$ cat config.mk
export PLATFORM = sky130hd
export DESIGN_NAME = serial_alu_ctrl
export DESIGN_NICKNAME = d
export VERILOG_FILES = /design/src/rtl/serial_alu_ctrl.sv
export SDC_FILE = /design/constraint.sdc
export NUM_CORES = 1
export LEC_CHECK = 0
export BUFFER_PORTS_ARGS = -buffer_cell sky130_fd_sc_hd__buf_2
export CORE_UTILIZATION = 45
export CTS_CLUSTER_SIZE = 40
export DETAILED_ROUTE_END_ITERATION = 16
export PLACE_DENSITY = 0.69
export SYNTH_ARGS = -nofsm -noshare
export SYNTH_HDL_FRONTEND = slang
export SYNTH_SLANG_ARGS = --single-unit
$ cat constraint.sdc
create_clock -name clk_i -period 2.4 [get_ports clk_i]
set_input_delay 0.6 -clock clk_i [delete_from_list [all_inputs] [get_ports clk_i]]
set_output_delay 0.6 -clock clk_i [all_outputs]
set_load 0.005 [all_outputs]
$ cat src/rtl/serial_alu_ctrl.sv
`timescale 1ns/1ps
`default_nettype none
//============================================================================
//  Module      : serial_alu_ctrl (with full_adder leaf cell)
//  Description : Bit-serial add/subtract sequencer. One shared 1-bit
//                full_adder is walked from bit 0 to bit WIDTH-1, one bit per
//                clock, with a registered carry between bits.
//  Ports       : clk_i/rst_i       clock, synchronous active-high reset
//                start_i/op_i      request and operation (0 add, 1 sub)
//                src1_i/src2_i     operands, latched when start is accepted
//                busy_o/done_o     RUN indicator / one-cycle result strobe
//                result_o          sum or difference
//                cout_o            MSB carry out (sub: 1 = no borrow)
//                overflow_o        two's-complement overflow
//                zero_o            result_o == 0 (valid once a result exists)
//  Revision    : 1.0  initial release
//============================================================================

//----------------------------------------------------------------------------
// 1-bit full adder cell
//----------------------------------------------------------------------------
module full_adder (
    input  logic i_a,
    input  logic i_b,
    input  logic i_cin,
    output logic o_sum,
    output logic o_cout
);
    assign o_sum  = i_a ^ i_b ^ i_cin;
    assign o_cout = (i_a & i_b) | (i_a & i_cin) | (i_b & i_cin);
endmodule

//----------------------------------------------------------------------------
// Bit-serial sequencer around a single full_adder
//----------------------------------------------------------------------------
module serial_alu_ctrl #(
    parameter int WIDTH = 32
) (
    input  logic             clk_i,
    input  logic             rst_i,
    input  logic             start_i,
    input  logic             op_i,
    input  logic [WIDTH-1:0] src1_i,
    input  logic [WIDTH-1:0] src2_i,
    output logic             busy_o,
    output logic             done_o,
    output logic [WIDTH-1:0] result_o,
    output logic             cout_o,
    output logic             overflow_o,
    output logic             zero_o
);

    localparam int c_cnt_w = (WIDTH > 1) ? $clog2(WIDTH) : 1;
    localparam logic [c_cnt_w-1:0] c_last = c_cnt_w'(WIDTH - 1);

    localparam logic [1:0] c_idle = 2'd0;
    localparam logic [1:0] c_run  = 2'd1;
    localparam logic [1:0] c_done = 2'd2;

    logic [1:0]         r_state;
    logic [c_cnt_w-1:0] r_cnt;
    logic [WIDTH-1:0]   r_a;
    logic [WIDTH-1:0]   r_b;       // src2, already inverted for subtract
    logic               r_carry;
    logic [WIDTH-1:0]   r_result;
    logic               r_cout;
    logic               r_ovf;
    logic               r_valid;   // a completed result is being presented

    logic w_sum;
    logic w_cout;

    // The only adder in the block: one bit per clock.
    full_adder u_full_adder (
        .i_a    (r_a[r_cnt]),
        .i_b    (r_b[r_cnt]),
        .i_cin  (r_carry),
        .o_sum  (w_sum),
        .o_cout (w_cout)
    );

    always_ff @(posedge clk_i) begin
        if (rst_i) begin
            r_state  <= c_idle;
            r_cnt    <= '0;
            r_a      <= '0;
            r_b      <= '0;
            r_carry  <= 1'b0;
            r_result <= '0;
            r_cout   <= 1'b0;
            r_ovf    <= 1'b0;
            r_valid  <= 1'b0;
        end else begin
            case (r_state)
                // DONE accepts a new start exactly like IDLE so that
                // back-to-back operations need no bubble cycle.
                c_idle, c_done: begin
                    if (start_i) begin
                        r_a     <= src1_i;
                        // Subtract is A + ~B + 1: invert B here and seed
                        // the carry with op_i.
                        r_b     <= src2_i ^ {WIDTH{op_i}};
                        r_carry <= op_i;
                        r_cnt   <= '0;
                        r_valid <= 1'b0;
                        r_state <= c_run;
                    end else begin
                        r_state <= c_idle;
                    end
                end

                c_run: begin
                    r_result[r_cnt] <= w_sum;
                    r_carry         <= w_cout;
                    if (r_cnt == c_last) begin
                        // r_carry is the carry into the MSB at this point,
                        // so overflow is carry-in(MSB) XOR carry-out(MSB).
                        r_cout  <= w_cout;
                        r_ovf   <= w_cout ^ r_carry;
                        r_valid <= 1'b1;
                        r_state <= c_done;
                    end else begin
                        r_cnt <= r_cnt + c_cnt_w'(1);
                    end
                end

                default: r_state <= c_idle;
            endcase
        end
    end

    assign busy_o     = (r_state == c_run);
    assign done_o     = (r_state == c_done);
    assign result_o   = r_result;
    assign cout_o     = r_cout;
    assign overflow_o = r_ovf;
    // Gated by r_valid so the cleared register after reset does not
    // report a zero result that was never computed.
    assign zero_o     = r_valid && (r_result == '0);

endmodule
`default_nettype wire

* Word-level counts from Yosys, hierarchy flattened *
Cells that the tools add are included.

storage, ports and cells
  bits in registers = 107
  latch bits = 0
  RAM bits = 0
  ROM bits = 0
  input port bits = 68
  memories kept = 0

cells by class
  $add $sub $neg = 1
  multiply operators = 0
  div/mod/pow operators = 0
  magnitude comparators = 2
  equal/unequal tests = 6
  shift-type cells = 0
  multiplexer cells = 18
  bitwise logic cells = 9
  reduce and logical (&&, ||, !) cells = 11

operators by type and width
  operator                                                               count
  32-bit bitwise mux                                                     1
  32-bit zero test                                                       1
  32-bit XOR                                                             1
  1-bit binary-select mux with 5-bit select                              2
  5-bit 2-to-1 mux                                                       2
  5-bit one-hot mux with 2 select lines                                  1
  1-bit 2-to-1 mux                                                       7
  5-bit by 6-bit < comparator with 1-bit output, second input constant   1
  2-bit AND reduction                                                    3
  3-bit AND reduction                                                    2
  5-bit by 1-bit adder with 5-bit output, second input constant          1
  1-bit demux with 5-bit select                                          1
  5-bit equality test, second input constant                             1
  5-bit by 1-bit >= comparator with 1-bit output, second input constant  1
  2-bit != test, second input constant                                   2
  1-bit one-hot mux with 2 select lines                                  2
  2-bit one-hot mux with 2 select lines                                  1
  1-bit AND                                                              3
  1-bit XOR                                                              3
  2-bit by 1-bit equality test with 1-bit output, second input constant  1
  2-bit equality test, second input constant                             1
  1-bit logical AND                                                      2
  2-bit zero test                                                        1
  2-bit 2-to-1 mux                                                       1
  4 further kinds                                                        5

* Depth between registers and ports, before layout *
  depth in word-level cells = 6
  mapped depth = 11

* Hierarchy *
Synthesis repeated with hierarchy kept, for this count alone.

unflattened totals
  cell total of the unflattened synthesis = 582
  area total of the unflattened synthesis = 4914.7 um^2

modules (own cells, without submodules)
  module           times used  cells each  area an instance (um^2)  sequential area each (um^2)
  serial_alu_ctrl  1           581         4894.7                   2142.1
  full_adder       1           1           20.0                     0.0

* Least setup slack after synthesis *
OpenSTA, ideal clock, no wires.

  kind = flip-flop to flip-flop
  start point = register r_cnt[4]
  end point = register r_result[10], in the netlist result_o[10]
  setup time = 138 ps
  arrival time = 2335 ps
  required time = 2262 ps
  setup slack = -73 ps
  stages on the path, launching flop included = 10
  clock period less this slack = 2473 ps
  cell sequence = dfxtp_1 buf_6 or3b_1 buf_6 o22ai_2 nor3_1 o211a_1 fa_1 clkbuf_1 a211oi_1

on the way
  longest elaborated chain between the ends = 5
  elaborated cells between the ends (all ways) = 12

RTL lines
  item                                                                                         RTL line  text
  start: declaration                                                                           61        logic [c_cnt_w-1:0] r_cnt;
  start signal: assignment                                                                     123       r_cnt <= r_cnt + c_cnt_w'(1);
  5-bit by 6-bit < comparator with 1-bit output (not written as such) (tied with other cells)  113       r_result[r_cnt] <= w_sum;
  1-bit logical AND (not written as such) (tied with other cells)                              113
  1-bit 2-to-1 mux (not written as such) / 1-bit XOR (equally long branches)                   113, 29
  1-bit demux with 5-bit select / 1-bit XOR (equally long branches)                            113, 29
  32-bit bitwise mux *                                                                         113
  end signal: indexed assignment                                                               113
  end: declaration                                                                             65        logic [WIDTH-1:0] r_result;

Mark *: on every way between the ends. The rest lies on a longest branch, timed or not. The select of a mux whose other input is x is not followed.
A chain may end at the register's enable or synchronous reset.

* Final worst setup path *
  start point = register r_cnt[0]
  end point = register r_result[11], in the netlist result_o[11]

Same word-level chain as after synthesis.

==> flow_metrics.tcl <==
set metrics [dict create \
    critPathRequiredTime_ns 2.69 \
    r2r_start "r_cnt[0]$_SDFFE_PP0P_" \
    synth_area_leaders "dfxtp_1 44%, a211oi_1 9.8%, nor2_1 7.6%" \
    path_class "reg -> reg" \
    drc_errors 0 \
    worst_slew_pin_slew_ns 0.502 \
    pre_cts_ws_ns -0.155 \
    p_switching_mw 1.08 \
    startpoint "r_cnt[0]$_SDFFE_PP0P_" \
    async_reset_ff_share_pct 0 \
    synth_area_um2 4920 \
    ys_types 45 \
    drt_iter0_drc 243 \
    synth-seq-cells 107 \
    routabilityCongestion 0.840 \
    cts_root_buf "clkbuf_8" \
    htreeDepth 3 \
    wl_per_cell_um 14.8 \
    path_clk_slew_ns 0.11 \
    final_common_cell "dfxtp_1" \
    synth-edff-count 0 \
    syn_nets 645 \
    holdCritStartpoint "src1_i[14]" \
    critPathLaunchType "flip-flop" \
    ir_drop_mv 0.324 \
    cts_max_path_buffers 2 \
    via_count 4378 \
    hold_ws_ns 0.449 \
    power_density_nw_per_um2 625 \
    num-fill-cells 968 \
    pwr-share-comb_pct 18.9 \
    die_h_um 107 \
    hold_viol 0 \
    die_area_um2 11400 \
    syn2layout_area_growth_pct 26.1 \
    min_period_ns 2.54 \
    post-route-period-util_pct 106 \
    switching_share_pct 27.7 \
    multi_input_area_um2 2710 \
    cts_tree "yes" \
    fmax_ghz 0.394 \
    final_layout_size_suffix_gt1_share_pct 31.5 \
    clk_latency_ns 0.38 \
    antenna_found_initial 0 \
    io_buffers 104 \
    grt_pass1_vias 4080 \
    core_um2 10500 \
    final_cell_mix "104 x dfxtp_1, 103 x buf_2, 100 x nor2_1" \
    internal-power_mw 2.80 \
    drt_wl_total_um 12100 \
    grt_pass1_wl_um 19000 \
    seqCellArea_um2 2150 \
    avgSynthCellArea_um2 8.62 \
    finClkSkew_ns 0.0100 \
    yosys.area.top_type_share_pct 43.5 \
    synth-main-ff-cell "dfxtp_1" \
    ys_seq_area_share_pct 43.5 \
    power.leakage_nw 2.34 \
    hold_class "in -> reg" \
    numClockSinks 107 \
    fin_ws_ns -0.136 \
    numCtsBuffers 9 \
    cap_violations 0 \
    crit_arrival_ns 2.83 \
    final_nets 751 \
    io_pins 105 \
    setup_viol 32 \
    viasPerCell 5.35 \
    dieWidth_um 107 \
    grt.overflow.total 0 \
    slew_headroom_pct 66.5 \
    synth_area_leader_cell "dfxtp_1" \
    drt-pass1-iter-count 4 \
    start_util_pct 47.0 \
    drtAntennaViolNets 0 \
    grt_use_total_pct 21.0 \
    yosysWarnings 0 \
    syn-instance-count 571 \
    clkPwrFrac_pct 31.7 \
    rsz0062_at_grt "true" \
    dp_hpwl_um 8390 \
    status "complete, but fails checks" \
    violations "setup timing" \
    grt_max_degree 83 \
    pwr-share-seq_pct 49.4 \
    power_mw 3.88 \
    critPathMaxFanout 8 \
    rows 37 \
    n_antenna_cell 0 \
    slew_violations 0 \
    end_kind "flip-flop" \
]
[cell families (layout without fill, tap and decap cells)]
group,after synthesis,after routing,share of synthesized area (%)
AO/OA/AOI/OAI,124,124,16.8
AND/OR/NAND/NOR,219,219,19.8
flip-flops,107,107,43.5
buffers and inverters,52,163,5.26
adder cells (fa/ha/maj),6,6,1.68
XOR/XNOR,35,35,6.23
multiplexers,28,28,6.79
[routing by layer]
| layer | up-vias | track usage, % | share of wire (%) |
|---|---|---|---|
| li1 | 2193 | - | - |
| met1 | 2061 | 26.7 | 46 |
| met2 | 111 | 36.1 | 48 |
| met3 | 13 | 2.98 | 4.5 |
| met4 | 0 | 7.44 | 1.3 |
| met5 | - | 0 | 0 |
[power groups by stage]
stage	logic, mW	clock network, mW	registers, mW
after detailed placement	0.564	0	1.96
final	0.732	1.23	1.92
after floorplan	0.387	0	1.94
after global routing	0.791	1.33	1.93
after global placement	0.550	0	1.95
after CTS	0.577	1.24	1.92
[what timing repair did]
| item | in CTS | in global routing |
|---|---|---|
| gates cloned | 0 | 3 |
| gates resized for setup | 12 | 38 |
| pin swaps | 2 | 7 |
| hold buffers | 0 | 0 |
| hold endpoints to repair | 0 | 0 |
| setup buffers | 0 | 7 |
| setup endpoints to repair | 32 | 34 |
[cells in the mapped netlist (all sizes together), types with 6 or more instances]
cell type,count
a211oi,64
a21oi,39
buf,26
clkbuf,22
dfxtp,107
mux2i,24
nand2,70
nand3b,7
nor2,103
nor2b,7
nor3,8
nor4,6
o21ai,7
o22ai,8
xnor2,33
[registers in the layout, summed over array words and instances, names as in the netlist]
name        cells
result_o       32
r_b            32
r_state         2
r_carry         1
cout_o          1
r_a            32
r_cnt           5
r_valid         1
overflow_o      1
[critical path: stages, from the launching register on]
cell	delay, ns
dfxtp_4	0.40
buf_6	0.10
mux4_2	0.49
nor2b_4	0.14
nor3_2	0.10
and4_4	0.24
fa_2	0.54
clkbuf_16	0.22
a211oi_2	0.23
[through the flow]
step	instances	setup TNS, ns	util, %	instance area (um^2)
after floorplan	571	-2.18	-	4920
after global placement	792	-1.32	54.1	5660
after detailed placement	792	-3.77	54.1	5660
after CTS	808	-1.44	56.6	5930
after global routing	818	-4.79	59.3	6200
final	818	-2.09	59.3	6200
[layout make-up]
class | instances | area share (%)
clock buffers | 9 | 2.00
clock inverters | 7 | 1.63
inverters | 4 | 0.242
multi-input cells | 412 | 43.7
flip-flops and latches | 107 | 34.7
well taps | 136 | 2.74
repair buffers | 143 | 15.0
[path summary, 6_finish.rpt]
| kind | end | slack, ns | cells after the start |
|---|---|---|---|
| setup / recovery | result_o[11]$_SDFFE_PP0P_ | -0.14 | 8 |
| hold / removal | r_a[14]$_SDFFE_PP0P_ | 0.45 | 3 |
| setup reg to reg | result_o[11]$_SDFFE_PP0P_ | -0.14 | 8 |
| hold reg to reg | r_a[28]$_SDFFE_PP0P_ | 0.46 | 2 |
No activity file was read; power rests on OpenSTA's default activity.
